<file path="config.mk">
export PLATFORM = sky130hd
export DESIGN_NAME = hazard_stall_ctrl
export DESIGN_NICKNAME = d
export VERILOG_FILES = /design/src/rtl/hazard_stall_ctrl.sv
export SDC_FILE = /design/constraint.sdc
export NUM_CORES = 1
export LEC_CHECK = 0
export ABC_CLOCK_PERIOD_IN_PS = 3200
export BUFFER_PORTS_ARGS = -buffer_cell sky130_fd_sc_hd__buf_2
export CAP_MARGIN = 20
export CORE_AREA = 8 8 45 47
export DETAILED_ROUTE_END_ITERATION = 6
export DIE_AREA = 0 0 53 55
export HOLD_SLACK_MARGIN = 0.02
export MAX_ROUTING_LAYER = met4
export PLACE_DENSITY_LB_ADDON = 0.08
export SYNTH_ARGS = -nofsm -noshare
export SYNTH_HDL_FRONTEND = slang
export SYNTH_SLANG_ARGS = --single-unit
</file>
<file path="constraint.sdc">
create_clock -name clk -period 3.2 [get_ports clk]
set_input_delay 0.64 -clock clk [delete_from_list [all_inputs] [get_ports clk]]
set_output_delay 0.64 -clock clk [all_outputs]
set_load 0.01 [all_outputs]
</file>
<file path="src/rtl/hazard_stall_ctrl.sv">
// Load-use hazard controller with multi-cycle load latency, $zero exemption,
// rt-use qualifier and branch-flush priority. Define HAZARD_PERF_CNT_EN for stall/flush counters.
module hazard_stall_ctrl #(
  parameter int REG_ADDR_W = 5,
  parameter int LOAD_LAT   = 1,
  parameter int CNT_W      = 16
) (
  input  logic                  clk,
  input  logic                  arst_n,
  input  logic                  id_ex_mem_read,
  input  logic [REG_ADDR_W-1:0] id_ex_rt,
  input  logic [REG_ADDR_W-1:0] if_id_rs,
  input  logic [REG_ADDR_W-1:0] if_id_rt,
  input  logic                  if_id_uses_rt,
  input  logic                  branch_taken,
  output logic                  ex_ctrl_mux_ctrl,
  output logic                  if_id_pipe_enable,
  output logic                  pc_write_enable,
  output logic                  if_id_flush
`ifdef HAZARD_PERF_CNT_EN
  ,
  output logic [CNT_W-1:0]      stall_count,
  output logic [CNT_W-1:0]      flush_count
`endif
);

  localparam int CW = $clog2(LOAD_LAT + 1);
  localparam logic [CW-1:0] CNT_INIT = CW'(LOAD_LAT - 1);
  localparam logic [CW-1:0] CNT_ONE  = CW'(1);

  typedef enum logic {
    RUN,
    STALL
  } state_t;

  state_t        state, state_n;
  logic [CW-1:0] cnt, cnt_n;
  logic          hazard;
  logic          stall;

  // A load into $zero never produces a value worth waiting for; rt only matters if it is read.
  assign hazard = id_ex_mem_read && (id_ex_rt != '0) &&
                  ((id_ex_rt == if_id_rs) || (if_id_uses_rt && (id_ex_rt == if_id_rt)));

  always_ff @(posedge clk or negedge arst_n) begin
    if (!arst_n) begin
      state <= RUN;
      cnt   <= '0;
    end else begin
      state <= state_n;
      cnt   <= cnt_n;
    end
  end

  always_comb begin
    state_n = state;
    cnt_n   = cnt;
    stall   = 1'b0;
    case (state)
      RUN: begin
        if (branch_taken) begin
          stall = 1'b0;
        end else if (hazard) begin
          stall = 1'b1;
          if (LOAD_LAT > 1) begin
            state_n = STALL;
            cnt_n   = CNT_INIT;
          end
        end
      end
      STALL: begin
        // ID/EX holds a bubble here, so only a taken branch can cut the wait short.
        if (branch_taken) begin
          state_n = RUN;
          cnt_n   = '0;
        end else begin
          stall = 1'b1;
          cnt_n = cnt - CNT_ONE;
          if (cnt == CNT_ONE) state_n = RUN;
        end
      end
      default: begin
        state_n = RUN;
        cnt_n   = '0;
      end
    endcase
  end

  assign ex_ctrl_mux_ctrl  = ~stall;
  assign if_id_pipe_enable = ~stall;
  assign pc_write_enable   = ~stall;
  assign if_id_flush       = branch_taken;

`ifdef HAZARD_PERF_CNT_EN
  function automatic logic [CNT_W-1:0] sat_inc(input logic [CNT_W-1:0] v, input logic en);
    if (en && (v != {CNT_W{1'b1}})) return v + CNT_W'(1);
    return v;
  endfunction

  always_ff @(posedge clk or negedge arst_n) begin
    if (!arst_n) begin
      stall_count <= '0;
      flush_count <= '0;
    end else begin
      stall_count <= sat_inc(stall_count, ~pc_write_enable);
      flush_count <= sat_inc(flush_count, if_id_flush);
    end
  end
`endif

endmodule

</file>
### Word level (Yosys, flattened, before mapping)

Cells that the tools add are included.

* bits in registers: 2
* bits of input ports: 20
* output and inout port bits: 4
* logic and storage cells: 20

* muxes and demuxes: 8
* $add $sub $neg: 1
* bitwise gates (word level): 2
* equality and inequality tests: 2
* reductions and logical operators: 5

Operator list (count)
* $eq A5 B5 Y1: 2
* $mux W1: 7
* $reduce_bool A5 Y1: 1
* $logic_and A1 B1 Y1: 3
* $not A1 Y1: 2
* $pmux W1 S2: 1
* $logic_or A1 B1 Y1: 1
* $sub A1 B1 Y1 const B: 1

### Depth between registers and ports, before layout

* depth in word-level cells: 8
* gate-level depth with buffers: 5
* mapped depth without buffers: 4

### Least setup slack after synthesis

Ideal clock, no wire load.

* path type: input port to output port
* start: input port id_ex_rt[3]
* end: output port if_id_pipe_enable
* path buffers: 1
* data arrival time: 1648 ps
* required time: 2560 ps
* setup slack: 912 ps
* stages: 5
* cell sequence: xor2_1 > nor4_2 > a32oi_1 > o31a_1 > buf_4

* word-level cells in the longest chain between the ends: 8
* elaborated cells between the ends (all ways): 11
* classes of those cells: 2 x eq/ne; 3 x mux; 1 x bitwise; 5 x reduce/logical

RTL lines
* start, declared: line 11 `input logic [REG_ADDR_W-1:0] id_ex_rt,`
* $eq A5 B5 Y1: line 43 `((id_ex_rt == if_id_rs) || (if_id_uses_rt && (id_ex_rt == if_id_rt)));`
* $logic_and A1 B1 Y1: line 43
* $logic_or A1 B1 Y1: line 43
* $logic_and A1 B1 Y1 (*): line 42 `assign hazard = id_ex_mem_read && (id_ex_rt != '0) &&`
* $mux W1 (*): line 63 `end else if (hazard) begin`
* $mux W1 (*): line 61 `if (branch_taken) begin`
* $pmux W1 S2 (*): line 59 `case (state)`
* $not A1 Y1 (*)
* end, declared: line 17 `output logic if_id_pipe_enable,`

Mark *: on every way between the ends. The rest lies on a longest branch, timed or not.

### Final worst setup path

* start: input port id_ex_rt[3]
* end: output port pc_write_enable

* word-level cells in the longest chain between the ends: 8
* elaborated cells between the ends (all ways): 11
* classes of those cells: 2 x eq/ne; 3 x mux; 1 x bitwise; 5 x reduce/logical

RTL lines
* $eq A5 B5 Y1: line 43
* $logic_and A1 B1 Y1: line 43
* $logic_or A1 B1 Y1: line 43
* $logic_and A1 B1 Y1 (*): line 42
* $mux W1 (*): line 63
* $mux W1 (*): line 61
* $pmux W1 S2 (*): line 59
* $not A1 Y1 (*): line 91 `assign pc_write_enable = ~stall;`
* end, declared: line 18 `output logic pc_write_enable,`

Marks and branches as above.

==> impl_metrics.py <==
metrics = {
    "status": {
        "status": "complete, no violations",
    },
    "power_and_ir_drop": {
        "p_per_area_nw_per_um2": 303,
        "p_leak_nw": 0.184,
        "vdd_drop_max_uv": 56.3,
        "totalPowerFinal_mw": 0.111,
    },
    "logic_synthesis": {
        "synthDistinctLibCells": 13,
        "syn_area_um2": 231,
        "syn_area_per_cell_um2": 9.26,
        "seq_area_frac_synth_pct": 21.6,
        "syn-num-nets": 45,
        "yosys_warnings": 0,
        "syn-instance-count": 25,
        "ys_ff_latch": 2,
    },
    "worst_setup_path": {
        "crit_type": "in2out",
        "cp-end-kind": "output pin",
        "cp_slowest_cell": "o31a_1",
        "path_max_fanout": 3,
        "arrival_ns": 1.80,
        "slowest_delay_ns": 0.31,
        "cpMostUsedCell": "buf_2",
        "crit_required_ns": 2.56,
        "crit_chain": "buf_2, xor2_1, nor4_2, a32oi_1, o31a_1, buf_2",
        "start_kind": "primary input",
    },
    "layout": {
        "area_delta_synth_final_pct": 58.4,
        "drive_gt1_share_pct": 56.3,
        "fin_nets": 70,
        "diodes": 0,
        "most-common-layout-cells": "buf_2 (23), xor2_1 (9), clkbuf_4 (3), nor2_1 (2), dfrtp_1 (2)",
        "fin_area_um2": 367,
        "layout_commonest_cell": "buf_2",
        "final_cells": 64,
        "fin_util_pct": 26.5,
    },
    "timing": {
        "hold_ws_ns": 0.198,
        "post-route-period-util_pct": 76.3,
        "tns_ns": 0,
        "final.min_clock_period_ns": 2.44,
        "finalSetupViolations": 0,
        "timing.fmax_mhz": 410,
        "relSlewSlack_pct": 84.9,
        "final_max_slew_viol_count": 0,
        "rsz0062_at_grt": "false",
        "hold_viol": 0,
        "fin_skew_ns": 0.00123,
        "worstMarginPinSlew_ns": 0.225,
        "fin_ws_ns": 0.759,
    },
    "cts": {
        "cts.repair.resized": 0,
        "cts_tree": "done",
        "cts_root_buf": "clkbuf_4",
        "clk_latency_ns": 0.22,
        "cts_buffers": 3,
        "cts.sinks": 2,
        "cts_setup_buffers": 0,
        "postCtsHoldBufs": 0,
        "clk_pin_slew_ns": 0.03,
        "cts_buffer_depth": 2,
        "cts-htree-levels": 1,
    },
    "floorplan": {
        "rows": 14,
        "dieHeight_um": 55,
        "die_w_um": 53,
        "core-area_um2": 1380,
        "dieArea_um2": 2920,
        "io_pins": 24,
        "start_util_pct": 16.7,
    },
    "global_routing": {
        "groute.usage.overall_pct": 5.46,
        "gr-total-overflow": 0,
        "antenna_found_initial": 0,
        "grt_pass1_wl_um": 1060,
        "grt_max_degree": 4,
        "grt_pass1_vias": 281,
    },
    "flow_run": {
        "max_cap_viol_count": 0,
    },
    "route": {
        "wirelength_um": 766,
        "drc_errors": 0,
        "ant_nets": 0,
        "viasPerCell": 4.02,
        "drtPass1Iterations": 1,
        "drtIter0Drc": 0,
        "routed-via-count": 257,
        "post_drt_wl_per_cell_um": 12.0,
    },
    "placement": {
        "dpl.cell_count": 61,
        "place_ws_ns": 0.738,
        "numPortBuffers": 23,
        "gp_congestion": 0.671,
        "dp_hpwl_um": 708,
        "dpl_cell_area_um2": 344,
    },
    "worst_hold_path": {
        "hold_class": "in2async",
    },
}
cells in the mapped netlist:
| cell | number | area [um2] |
|---|---|---|
| a32oi_1 | 1 | 8.76 |
| nor4_2 | 1 | 12.5 |
| o31a_1 | 1 | 8.76 |
| xor2_1 | 9 | 78.8 |
| o21ai_0 | 1 | 5.00 |
| xnor2_1 | 1 | 8.76 |
| nor2_1 | 2 | 7.51 |
| dfrtp_1 | 2 | 50.1 |
| mux2i_1 | 1 | 10.0 |
| or4_1 | 1 | 7.51 |
| nand2b_1 | 1 | 6.26 |
| nor3_1 | 1 | 5.00 |
| buf_4 | 3 | 22.5 |
metal layers:
metal,part of all wire [%],vias up,GRT usage [%]
li1,-,130,-
met1,38,112,5.17
met2,49,15,7.03
met3,13,0,3.21
met4,0,0,6.47
met5,0,-,-
layout make-up:
class | count | area (um2)
repair buffers | 23 | 115
clock buffers | 3 | 22.5
multi-input cells | 20 | 159
flip-flops and latches | 2 | 50.0
fillers | 169 | 1020
well taps | 16 | 20.0
where the power goes:
group	leakage [nW]	switching, mW	internal (mW)
Combinational	0.142	0.0143	0.0164
Sequential	0.0280	0	0.0255
Clock	0.0138	0.0135	0.0413
Total	0.184	0.0278	0.0832
registers in the layout (all words and copies together) (netlist names):
signal and flops:
cnt 1, state 1
worst paths after layout:
check / startpoint / depth (start not counted) / slack, ns / to
worst max-delay path: id_ex_rt[3] / 6 / 0.76 / pc_write_enable
worst min-delay path: arst_n / 1 / 0.20 / cnt$_DFFE_PN0P_
worst max register to register: state$_DFF_PN0_ / 2 / 2.51 / cnt$_DFFE_PN0P_
worst min register to register: cnt$_DFFE_PN0P_ / 1 / 0.45 / state$_DFF_PN0_
max in group asynchronous: arst_n / 1 / 2.91 / state$_DFF_PN0_
min in group clk: cnt$_DFFE_PN0P_ / 1 / 0.45 / state$_DFF_PN0_
cell families after synthesis:
group / Yosys count / synth area share, %
buffers and inverters: 3 / 9.73
muxes: 1 / 4.32
and+or+nand+nor: 6 / 16.8
AOI/OAI and AO/OA: 3 / 9.73
xor gates and xnor gates: 10 / 37.8
DFF: 2 / 21.6
worst max-delay path: cells and delay by family:
family                 cells  cell delay [ns]
AO/OA/AOI/OAI              2             0.44
buffers and inverters      2             0.27
XOR/XNOR                   1             0.16
AND/OR/NAND/NOR            1             0.29
(Power assumes the default switching activity.)
